**src/rtl/trace_pkg.sv**
```systemverilog
// rtl/trace_pkg.sv - shared trace packet layout, type encodings and word helper
package trace_pkg;

    localparam int TRC_PKG_W  = 256;
    localparam int TRC_WORDS  = 8;
    localparam int TRC_WORD_W = 32;

    // Field positions within a 256-bit trace packet (LSB and width)
    localparam int TRC_TYPE_LSB  = 254;
    localparam int TRC_TYPE_W    = 2;
    localparam int TRC_PRV_LSB   = 252;
    localparam int TRC_PRV_W     = 2;
    localparam int TRC_MXL_BIT   = 251;
    localparam int TRC_CYCLE_LSB = 224;
    localparam int TRC_CYCLE_W   = 27;
    localparam int TRC_PC_LSB    = 160;
    localparam int TRC_PC_W      = 64;
    localparam int TRC_INSN_LSB  = 128;
    localparam int TRC_INSN_W    = 32;
    localparam int TRC_A_LSB     = 64;
    localparam int TRC_A_W       = 64;
    localparam int TRC_B_LSB     = 0;
    localparam int TRC_B_W       = 64;

    typedef enum logic [1:0] {
        TRC_ST   = 2'd0,
        TRC_LD   = 2'd1,
        TRC_REG  = 2'd2,
        TRC_TRAP = 2'd3
    } trc_type_e;

    typedef enum logic {
        SNK_IDLE = 1'b0,
        SNK_SEND = 1'b1
    } sink_state_e;

    // Word 0 is the most significant 32 bits; shifting word idx to the top selects it
    function automatic logic [TRC_WORD_W-1:0] trc_word(input logic [TRC_PKG_W-1:0] p,
                                                        input logic [2:0]           idx);
        logic [TRC_PKG_W-1:0] s;
        s = p << {idx, 5'd0};
        return s[TRC_PKG_W-1 -: TRC_WORD_W];
    endfunction

endpackage

```
**src/rtl/trace_sink_fifo.sv**
```systemverilog
// rtl/trace_sink_fifo.sv - synchronous packet FIFO with flush and occupancy count
module trace_sink_fifo #(
    parameter int DEPTH = 4,
    parameter int W     = 256
) (
    input  logic                     clk,
    input  logic                     rstn,
    input  logic                     flush,
    input  logic                     push,
    input  logic [W-1:0]             wdata,
    input  logic                     pop,
    output logic [W-1:0]             rdata,
    output logic                     full,
    output logic                     empty,
    output logic [$clog2(DEPTH):0]   count
);

    localparam int AW = $clog2(DEPTH);
    localparam int CW = AW + 1;

    logic [W-1:0]  mem [DEPTH];
    logic [AW-1:0] wr_ptr;
    logic [AW-1:0] rd_ptr;
    logic [CW-1:0] cnt;
    logic          do_push;
    logic          do_pop;

    // A push into a full FIFO is legal when the head leaves in the same cycle
    assign do_push = push & (~full | pop) & ~flush;
    assign do_pop  = pop & ~empty & ~flush;

    always_ff @(posedge clk or negedge rstn) begin
        if (!rstn) begin
            wr_ptr <= '0;
            rd_ptr <= '0;
            cnt    <= '0;
        end else if (flush) begin
            wr_ptr <= '0;
            rd_ptr <= '0;
            cnt    <= '0;
        end else begin
            if (do_push) begin
                wr_ptr <= wr_ptr + 1'b1;
            end
            if (do_pop) begin
                rd_ptr <= rd_ptr + 1'b1;
            end
            case ({do_push, do_pop})
                2'b10:   cnt <= cnt + 1'b1;
                2'b01:   cnt <= cnt - 1'b1;
                default: cnt <= cnt;
            endcase
        end
    end

    always_ff @(posedge clk) begin
        if (do_push) begin
            mem[wr_ptr] <= wdata;
        end
    end

    assign rdata = mem[rd_ptr];
    assign full  = (cnt == CW'(DEPTH));
    assign empty = (cnt == '0);
    assign count = cnt;

endmodule

```
**src/rtl/trace_sink.sv**
```systemverilog
// rtl/trace_sink.sv - filters trace packets into a FIFO and serializes them as 32-bit words.
// Optional TRACE_SINK_DROP_CNT_EN enables the saturating dropped-packet counter.
module trace_sink
    import trace_pkg::*;
#(
    parameter int DEPTH = 4
) (
    input  logic                     clk,
    input  logic                     rstn,
    input  logic                     enable,
    input  logic                     clear,
    input  logic [3:0]               type_mask,
    input  logic                     pkg_valid,
    input  logic [TRC_PKG_W-1:0]     pkg,
    output logic                     out_valid,
    output logic [TRC_WORD_W-1:0]    out_data,
    output logic                     out_last,
    input  logic                     out_ready,
    output logic [$clog2(DEPTH):0]   fifo_cnt,
    output logic                     overflow,
    output logic [15:0]              drop_cnt
);

    localparam int          CW       = $clog2(DEPTH) + 1;
    localparam logic [2:0]  LAST_IDX = 3'(TRC_WORDS - 1);

    sink_state_e            state_q;
    sink_state_e            state_d;
    logic [2:0]             idx_q;
    logic [2:0]             idx_d;
    logic                   qualified;
    logic                   push;
    logic                   pop;
    logic                   drop;
    logic                   fifo_full;
    logic                   fifo_empty;
    logic [TRC_PKG_W-1:0]   head;
    logic                   overflow_q;

    assign qualified = pkg_valid & enable & type_mask[pkg[TRC_TYPE_LSB +: TRC_TYPE_W]];
    assign pop       = (state_q == SNK_SEND) & out_ready & (idx_q == LAST_IDX);
    assign push      = qualified & ~clear & (~fifo_full | pop);
    assign drop      = qualified & ~clear & fifo_full & ~pop;

    trace_sink_fifo #(
        .DEPTH (DEPTH),
        .W     (TRC_PKG_W)
    ) u_fifo (
        .clk   (clk),
        .rstn  (rstn),
        .flush (clear),
        .push  (push),
        .wdata (pkg),
        .pop   (pop),
        .rdata (head),
        .full  (fifo_full),
        .empty (fifo_empty),
        .count (fifo_cnt)
    );

    always_ff @(posedge clk or negedge rstn) begin
        if (!rstn) begin
            state_q <= SNK_IDLE;
            idx_q   <= '0;
        end else begin
            state_q <= state_d;
            idx_q   <= idx_d;
        end
    end

    always_comb begin
        state_d   = state_q;
        idx_d     = idx_q;
        out_valid = 1'b0;
        out_data  = '0;
        out_last  = 1'b0;
        case (state_q)
            SNK_IDLE: begin
                if (!fifo_empty) begin
                    state_d = SNK_SEND;
                    idx_d   = '0;
                end
            end
            SNK_SEND: begin
                out_valid = 1'b1;
                out_data  = trc_word(head, idx_q);
                out_last  = (idx_q == LAST_IDX);
                if (out_ready) begin
                    idx_d = idx_q + 3'd1;
                    // Stay in SEND across packet boundaries so streaming has no bubble
                    if (pop && (fifo_cnt == CW'(1)) && !push) begin
                        state_d = SNK_IDLE;
                    end
                end
            end
            default: begin
                state_d = SNK_IDLE;
                idx_d   = '0;
            end
        endcase
        if (clear) begin
            state_d = SNK_IDLE;
            idx_d   = '0;
        end
    end

    always_ff @(posedge clk or negedge rstn) begin
        if (!rstn) begin
            overflow_q <= 1'b0;
        end else if (clear) begin
            overflow_q <= 1'b0;
        end else if (drop) begin
            overflow_q <= 1'b1;
        end
    end

    assign overflow = overflow_q;

`ifdef TRACE_SINK_DROP_CNT_EN
    logic [15:0] drop_cnt_q;

    always_ff @(posedge clk or negedge rstn) begin
        if (!rstn) begin
            drop_cnt_q <= '0;
        end else if (clear) begin
            drop_cnt_q <= '0;
        end else if (drop && (drop_cnt_q != 16'hFFFF)) begin
            drop_cnt_q <= drop_cnt_q + 16'd1;
        end
    end

    assign drop_cnt = drop_cnt_q;
`else
    assign drop_cnt = '0;
`endif

endmodule

```
**config.mk**
```make
export PLATFORM = sky130hd
export DESIGN_NAME = trace_sink
export DESIGN_NICKNAME = d
export VERILOG_FILES = /design/src/rtl/trace_pkg.sv /design/src/rtl/trace_sink_fifo.sv /design/src/rtl/trace_sink.sv
export SDC_FILE = /design/constraint.sdc
export NUM_CORES = 1
export LEC_CHECK = 0
export ABC_AREA = 1
export ABC_CLOCK_PERIOD_IN_PS = 32500
export CORE_UTILIZATION = 33
export DETAILED_ROUTE_END_ITERATION = 7
export SLEW_MARGIN = 20
export SYNTH_ARGS = -nofsm -noshare
export SYNTH_HDL_FRONTEND = slang
export SYNTH_SLANG_ARGS = --single-unit
```
**constraint.sdc**
```tcl
create_clock -name clk -period 32.5 [get_ports clk]
set_input_delay 6.5 -clock clk [delete_from_list [all_inputs] [get_ports clk]]
set_output_delay 6.5 -clock clk [all_outputs]
set_load 0.02 [all_outputs]
```
## Word-level counts from Yosys, hierarchy flattened

Memory sizes are Yosys's and may differ from the RTL's.
Cells that the tools add are included.

| word-level totals | value |
|---|---|
| flip-flop bits (word level) | 12 |
| latch bits | 0 |
| memory bits (writable) | 1024 |
| bits in read-only memories | 0 |
| input port bits | 266 |
| output and inout bits | 54 |
| logic and storage cells | 72 |
| memories | 1 |

| operators by class | value |
|---|---|
| add/sub/neg operators | 5 |
| multiply operators | 0 |
| divide/modulo/power cells | 0 |
| order comparisons | 1 |
| equal/unequal tests | 7 |
| shift-type cells | 1 |
| muxes and demuxes | 24 |
| bitwise logic cells | 18 |
| reduce and logical (&&, ||, !) cells | 9 |

Memories:

| name | depth | bits a word | rd ports | clocked after memory_dff | write ports | RTL line | text |
|---|---|---|---|---|---|---|---|
| u_fifo.mem | 4 | 256 | 1 | 0 | 1 | trace_sink_fifo.sv:21 | `logic [W-1:0] mem [DEPTH];` |

Operators by type and width:

| operator | number |
|---|---|
| left shift 256 x 8 -> 256 bit | 1 |
| 2-to-1 mux 32 bit | 1 |
| AND 1 bit | 12 |
| 2-to-1 mux 3 bit | 4 |
| one-hot mux 3 bit (2 select lines) | 2 |
| 2-to-1 mux 1 bit | 11 |
| 2-to-1 mux 2 bit | 4 |
| adder 3 x 1 -> 3 bit, second input constant | 2 |
| == test 3 bit, second input constant | 2 |
| inequality test 3 bit, second input constant | 2 |
| nonzero test 2 bit | 3 |
| NOT 1 bit | 5 |
| adder 2 x 1 -> 2 bit, second input constant | 2 |
| == test 3 x 1 -> 1 bit, second input constant | 1 |
| logical NOT 3 bit | 1 |
| less-than comparator 2 x 3 -> 1 bit, second input constant | 1 |
| nonzero test 3 bit | 1 |
| subtractor 3 x 1 -> 3 bit, second input constant | 1 |
| binary-select mux 1 bit (select 2 bit) | 1 |
| == test 2 x 1 -> 1 bit, second input constant | 1 |
| == test 2 bit, second input constant | 1 |
| logical AND 1 bit | 2 |
| one-hot mux 1 bit (2 select lines) | 1 |
| AND reduction 2 bit | 1 |
| other kinds (2) | 2 |

## Depth between registers and ports, before layout

| depth | value |
|---|---|
| word-level depth | 11 |
| depth in mapped cells | 12 |

## Modules after synthesis

From an unflattened synthesis, not the netlist that was laid out.

| second synthesis, totals | value |
|---|---|
| cells, all modules | 3176 |
| area, all modules | 41238.3 µm² |

Modules (own cells, without submodules):

| module | times used | cells an instance | area each (µm²) | sequential area each (µm²) |
|---|---|---|---|---|
| trace_sink_fifo | 1 | 2542 | 38279.2 | 30924.7 |
| trace_sink | 1 | 634 | 2959.1 | 125.1 |

## Least setup slack after synthesis

No wires, ideal clock.

| path | value |
|---|---|
| path kind | input to register |
| start point | input clear |
| end point | memory u_fifo.mem[0][0], enable pin |
| library setup time | 0.879 ns |
| arrival time | 17.615 ns |
| data required time | 31.621 ns |
| slack | 14.006 ns |
| cell stages on the path | 4 |
| buffers on the path | 0 |
| path through | inv_1 > and3_1 > nand3_2 > nor2_1 |

| between the ends | value |
|---|---|
| cells in the longest elaborated chain, start to end | 7 |

Ends and longest elaborated chain:

| what | RTL line | text |
|---|---|---|
| start, declared | trace_sink.sv:11 | `input logic clear,` |
| NOT 1 bit (*) | trace_sink_fifo.sv:29, trace_sink.sv:42 |  |
| AND 1 bit (2 in a row) | trace_sink.sv:42 | `assign push = qualified & ~clear & (~fifo_full \| pop);` |
| AND 1 bit | trace_sink_fifo.sv:29 | `assign do_push = push & (~full \| pop) & ~flush;` |
| AND 1 bit (*) | trace_sink_fifo.sv:29 |  |
| 2-to-1 mux 1 bit (*) | trace_sink_fifo.sv:57 | `if (do_push) begin` |
| 2-to-1 mux 1 bit (implied by the code) (*) | trace_sink_fifo.sv:58 | `mem[wr_ptr] <= wdata;` |
| end, declared | trace_sink_fifo.sv:21 |  |

Every way passes the cells marked *; elsewhere a longest branch is shown, timed or not.

## Worst setup path after layout

| path | value |
|---|---|
| start point | register u_fifo.rd_ptr[0] |
| end point | output out_data[1] |

| between the ends | value |
|---|---|
| cells in the longest elaborated chain, start to end | 3 |

Ends and longest elaborated chain:

| what | RTL line | text |
|---|---|---|
| start, declared | trace_sink_fifo.sv:23 | `logic [AW-1:0] rd_ptr;` |
| start signal, assigned | trace_sink_fifo.sv:46 | `rd_ptr <= rd_ptr + 1'b1;` |
| memory (4 x 256 bit) | -- |  |
| left shift 256 x 8 -> 256 bit | trace_pkg.sv:41 | `s = p << {idx, 5'd0};` |
| 2-to-1 mux 32 bit | trace_sink.sv:77 | `case (state_q)` |
| end, declared | trace_sink.sv:16 | `output logic [TRC_WORD_W-1:0] out_data,` |

No other way between the ends.

==> flow_metrics.env <==
export IMPL_p_leak_nw=17.85
export IMPL_rsz0062_at_grt="no"
export IMPL_start_util_pct=33.23
export IMPL_yosys_warnings=0
export IMPL_yosysMostFrequentCell="nand2_1"
export IMPL_maxSlewViolCount=0
export IMPL_io_pins=320
export IMPL_worst_pin_slew_ns=1.095
export IMPL_maxCapViolCount=0
export IMPL_cp_common_cell="nand2_1"
export IMPL_fp_row_count=131
export IMPL_clock_latency_ns=0.70
export IMPL_area_growth_syn_to_layout_pct=18.45
export IMPL_track_usage_pct=18.52
export IMPL_cpPeakStageDelay_ns=0.82
export IMPL_end_kind="output port"
export IMPL_clk_pin_slew_worst_paths_ns=0.06
export IMPL_grt_overflow=0
export IMPL_slowest_stage="buf_4"
export IMPL_fin_ws_ns=20.32
export IMPL_timing_final_hold_violations=0
export IMPL_die_area_um2=129800
export IMPL_post_cts_buffers=0
export IMPL_place_gp_congestion=0.7881
export IMPL_crit_chain="inv_16 > buf_4 > buf_4 > nand2_1 > nand3_1 > nand3_1 > nand2_1 > nand2_1 > nand3_1 > nand2_1 > nor2_1 > clkdlybuf4s50_1"
export IMPL_grt_pass1_vias=26150
export IMPL_cts_made_buffers=111
export IMPL_crit_required_ns=26.00
export IMPL_synth_top_area_share_pct=72.57
export IMPL_postRouteAntennaNets=0
export IMPL_fin_util_pct=39.36
export IMPL_regArea_um2=31060
export IMPL_setup_viol=0
export IMPL_max_slew_margin_pct=26.99
export IMPL_port_buffers=303
export IMPL_via_per_inst=4.900
export IMPL_syn_mean_instance_area_um2=11.71
export IMPL_hp_class="flop to flop"
export IMPL_synth_distinct_cells=25
export IMPL_grt_pass1_wl_mm=177.2
export IMPL_cts_repair_resized=0
export IMPL_die_h_um=360.3
export IMPL_power_density_nw_per_um2=57.30
export IMPL_fin_worst_skew_ns=0.03932
export IMPL_fp_dieW_um=360.3
export IMPL_drive_gt1_share_pct=5.335
export IMPL_cts_sinks=1036
export IMPL_wl_mm=122.8
export IMPL_synth_edf_count=1024
export IMPL_cts_max_level=3
export IMPL_antenna_found_initial=48
export IMPL_nFillCells=12100
export IMPL_synth_cell_area_um2=42370
export IMPL_fmax_mhz=82.13
export IMPL_yosys_top_cells_count="nand2_1, edfxtp_1, nand3_1, nor2_1, buf_2"
export IMPL_start_kind="flop"
export IMPL_cts_root_buf="clkbuf_16"
export IMPL_vias=27520
export IMPL_wl_per_cell_um=21.87
export IMPL_fin_cells=5617
export IMPL_worstPathMaxFanout=228
export IMPL_fin_crit_sh_pct=37.46
export IMPL_cts_hold_buffers=0
export IMPL_period_minus_slack_ns=12.18
export IMPL_place_ws_ns=20.77
export IMPL_clockBufferDepth=3
export IMPL_seq_area_frac_synth_pct=73.28
export IMPL_async_reset_ff_share_pct=1.158
export IMPL_drt_iter0_drc=2325
export IMPL_drcViolationCount=0
export IMPL_multi_input_area_um2=9887
export IMPL_netlist_instances=3619
export IMPL_firstDrtPassIters=5
export IMPL_ir_drop_uv=40.21
export IMPL_synth_top_area_cell="edfxtp_1"
export IMPL_timing_setup_tns_ns=0
export IMPL_dp_cells=5391
export IMPL_grt_start_max_net_pins=229
export IMPL_synthFlopType="edfxtp_1"
export IMPL_synth_seq_cells=1036
export IMPL_yosys_top_cells_area="edfxtp_1, nand2_1, nand3_1, nor2_1, buf_2"
export IMPL_fp_coreArea_um2=127500
export IMPL_tritoncts="yes"
export IMPL_worstSetupPathType="flop to output port"
export IMPL_finalNetCount=4118
export IMPL_cp_arrival_ns=5.68
export IMPL_dpl_hpwl_mm=72.32
export IMPL_status="complete, no violations"
[logic make-up (layout without fill, tap and decap cells)]
| family | after synthesis | count (layout) | synth area share [%] |
|---|---|---|---|
| buf+inv | 269 | 571 | 3.585 |
| xor+xnor | 1 | 1 | 0.02068 |
| compound gates | 104 | 104 | 1.249 |
| simple gates | 2198 | 2198 | 21.56 |
| other cells | 1 | 35 | 0.008851 |
| flops | 1036 | 1036 | 73.28 |
| fa+ha+maj | 10 | 10 | 0.2953 |
[layer usage]
layer  up-vias  share of wire [%]  wire length [um]  track usage [%]
li1      13040                  -                 -                -
met1     13350                 40             49170            23.37
met2       876                 48             59300            30.61
met3       211                9.1             11180            5.839
met4        48                2.3              2852            4.877
met5         -               0.26               316                0
[metrics by stage]
step / area (um^2) / total power [W] / hold WS, ns
4_1_cts: 50140 / 0.002905 / 0.5195
3_3_place_gp: 46540 / 0.001657 / 0.4890
3_5_place_dp: 46540 / 0.001659 / 0.5035
5_1_grt: 50160 / 0.002963 / 0.6122
2_1_floorplan: 42430 / 0.001572 / 0.5147
6_report: 50190 / 0.002876 / 0.5207
[report_power, final]
part           internal [W]  leakage (nW)  total [W]  switching, W
Sequential          0.00148          9.38    0.00149    0.00000581
Clock              0.000720          1.77    0.00125      0.000526
Combinational     0.0000522          6.71   0.000142     0.0000893
[final cells by class]
class / instances / share of cell area, %
Inverter: 29 / 0.2792
Antenna cell: 19 / 0.09473
Timing Repair Buffer: 335 / 6.721
Multi-Input combinational cell: 2329 / 19.70
Tap cell: 1662 / 4.143
Sequential cell: 1036 / 61.90
Clock inverter: 78 / 1.453
Clock buffer: 129 / 5.712
[placed cells by master, fill, tap and decap left out]
| cell | count |
|---|---|
| a31oi_1 | 1 |
| nor2_4 | 4 |
| inv_1 | 25 |
| a21oi_1 | 6 |
| buf_12 | 8 |
| clkinv_8 | 3 |
| nand3_1 | 695 |
| diode_2 | 19 |
| clkinvlp_4 | 4 |
| bufinv_16 | 11 |
| nand4_1 | 2 |
| xor2_1 | 1 |
| and3_1 | 1 |
| clkbuf_1 | 17 |
| o21ai_2 | 1 |
| inv_16 | 3 |
| nor2_1 | 216 |
| inv_4 | 1 |
| ha_1 | 10 |
| o21ai_0 | 64 |
| clkinv_1 | 26 |
| o21ai_1 | 31 |
| inv_8 | 1 |
| nand2_1 | 1279 |
| clkbuf_16 | 112 |
| edfxtp_1 | 1024 |
| buf_4 | 24 |
| dfrtp_4 | 4 |
| inv_6 | 5 |
| conb_1 | 16 |
| a41oi_1 | 1 |
| dfrtp_1 | 8 |
| clkinv_2 | 26 |
| clkdlybuf4s50_1 | 303 |
| nand3_2 | 1 |
| clkinv_4 | 2 |
[critical path: cells and delay by family (launching register included)]
family / cells / cell delay, ns
AND/OR/NAND/NOR: 8 / 1.15
flip-flops: 1 / 0.76
buffers and inverters: 4 / 2.89
[path summary, 6_finish.rpt]
| path | cells past startpoint | slack (ns) | to | start |
|---|---|---|---|---|
| worst min register to register | 2 | 0.52 | overflow$_DFFE_PN0P_ | overflow$_DFFE_PN0P_ |
| worst max register to register | 10 | 26.72 | u_fifo.mem[1][37]$_DFFE_PP_ | idx_q[1]$_DFFE_PN0P_ |
| worst max-delay path | 12 | 20.32 | out_data[1] | u_fifo.rd_ptr[0]$_DFFE_PN0P_ |
| max in group asynchronous | 1 | 25.82 | idx_q[1]$_DFFE_PN0P_ | rstn |
| min in group asynchronous | 1 | 6.19 | u_fifo.rd_ptr[0]$_DFFE_PN0P_ | rstn |
| worst min-delay path | 2 | 0.52 | overflow$_DFFE_PN0P_ | overflow$_DFFE_PN0P_ |
[state kept, by name, indices dropped and copies added, names as in the netlist]
name / count
u_fifo.mem: 1024
idx_q: 3
u_fifo.count: 3
u_fifo.rd_ptr: 2
u_fifo.wr_ptr: 2
overflow: 1
state_q: 1
Note: power is estimated with default switching activity, not from simulation.
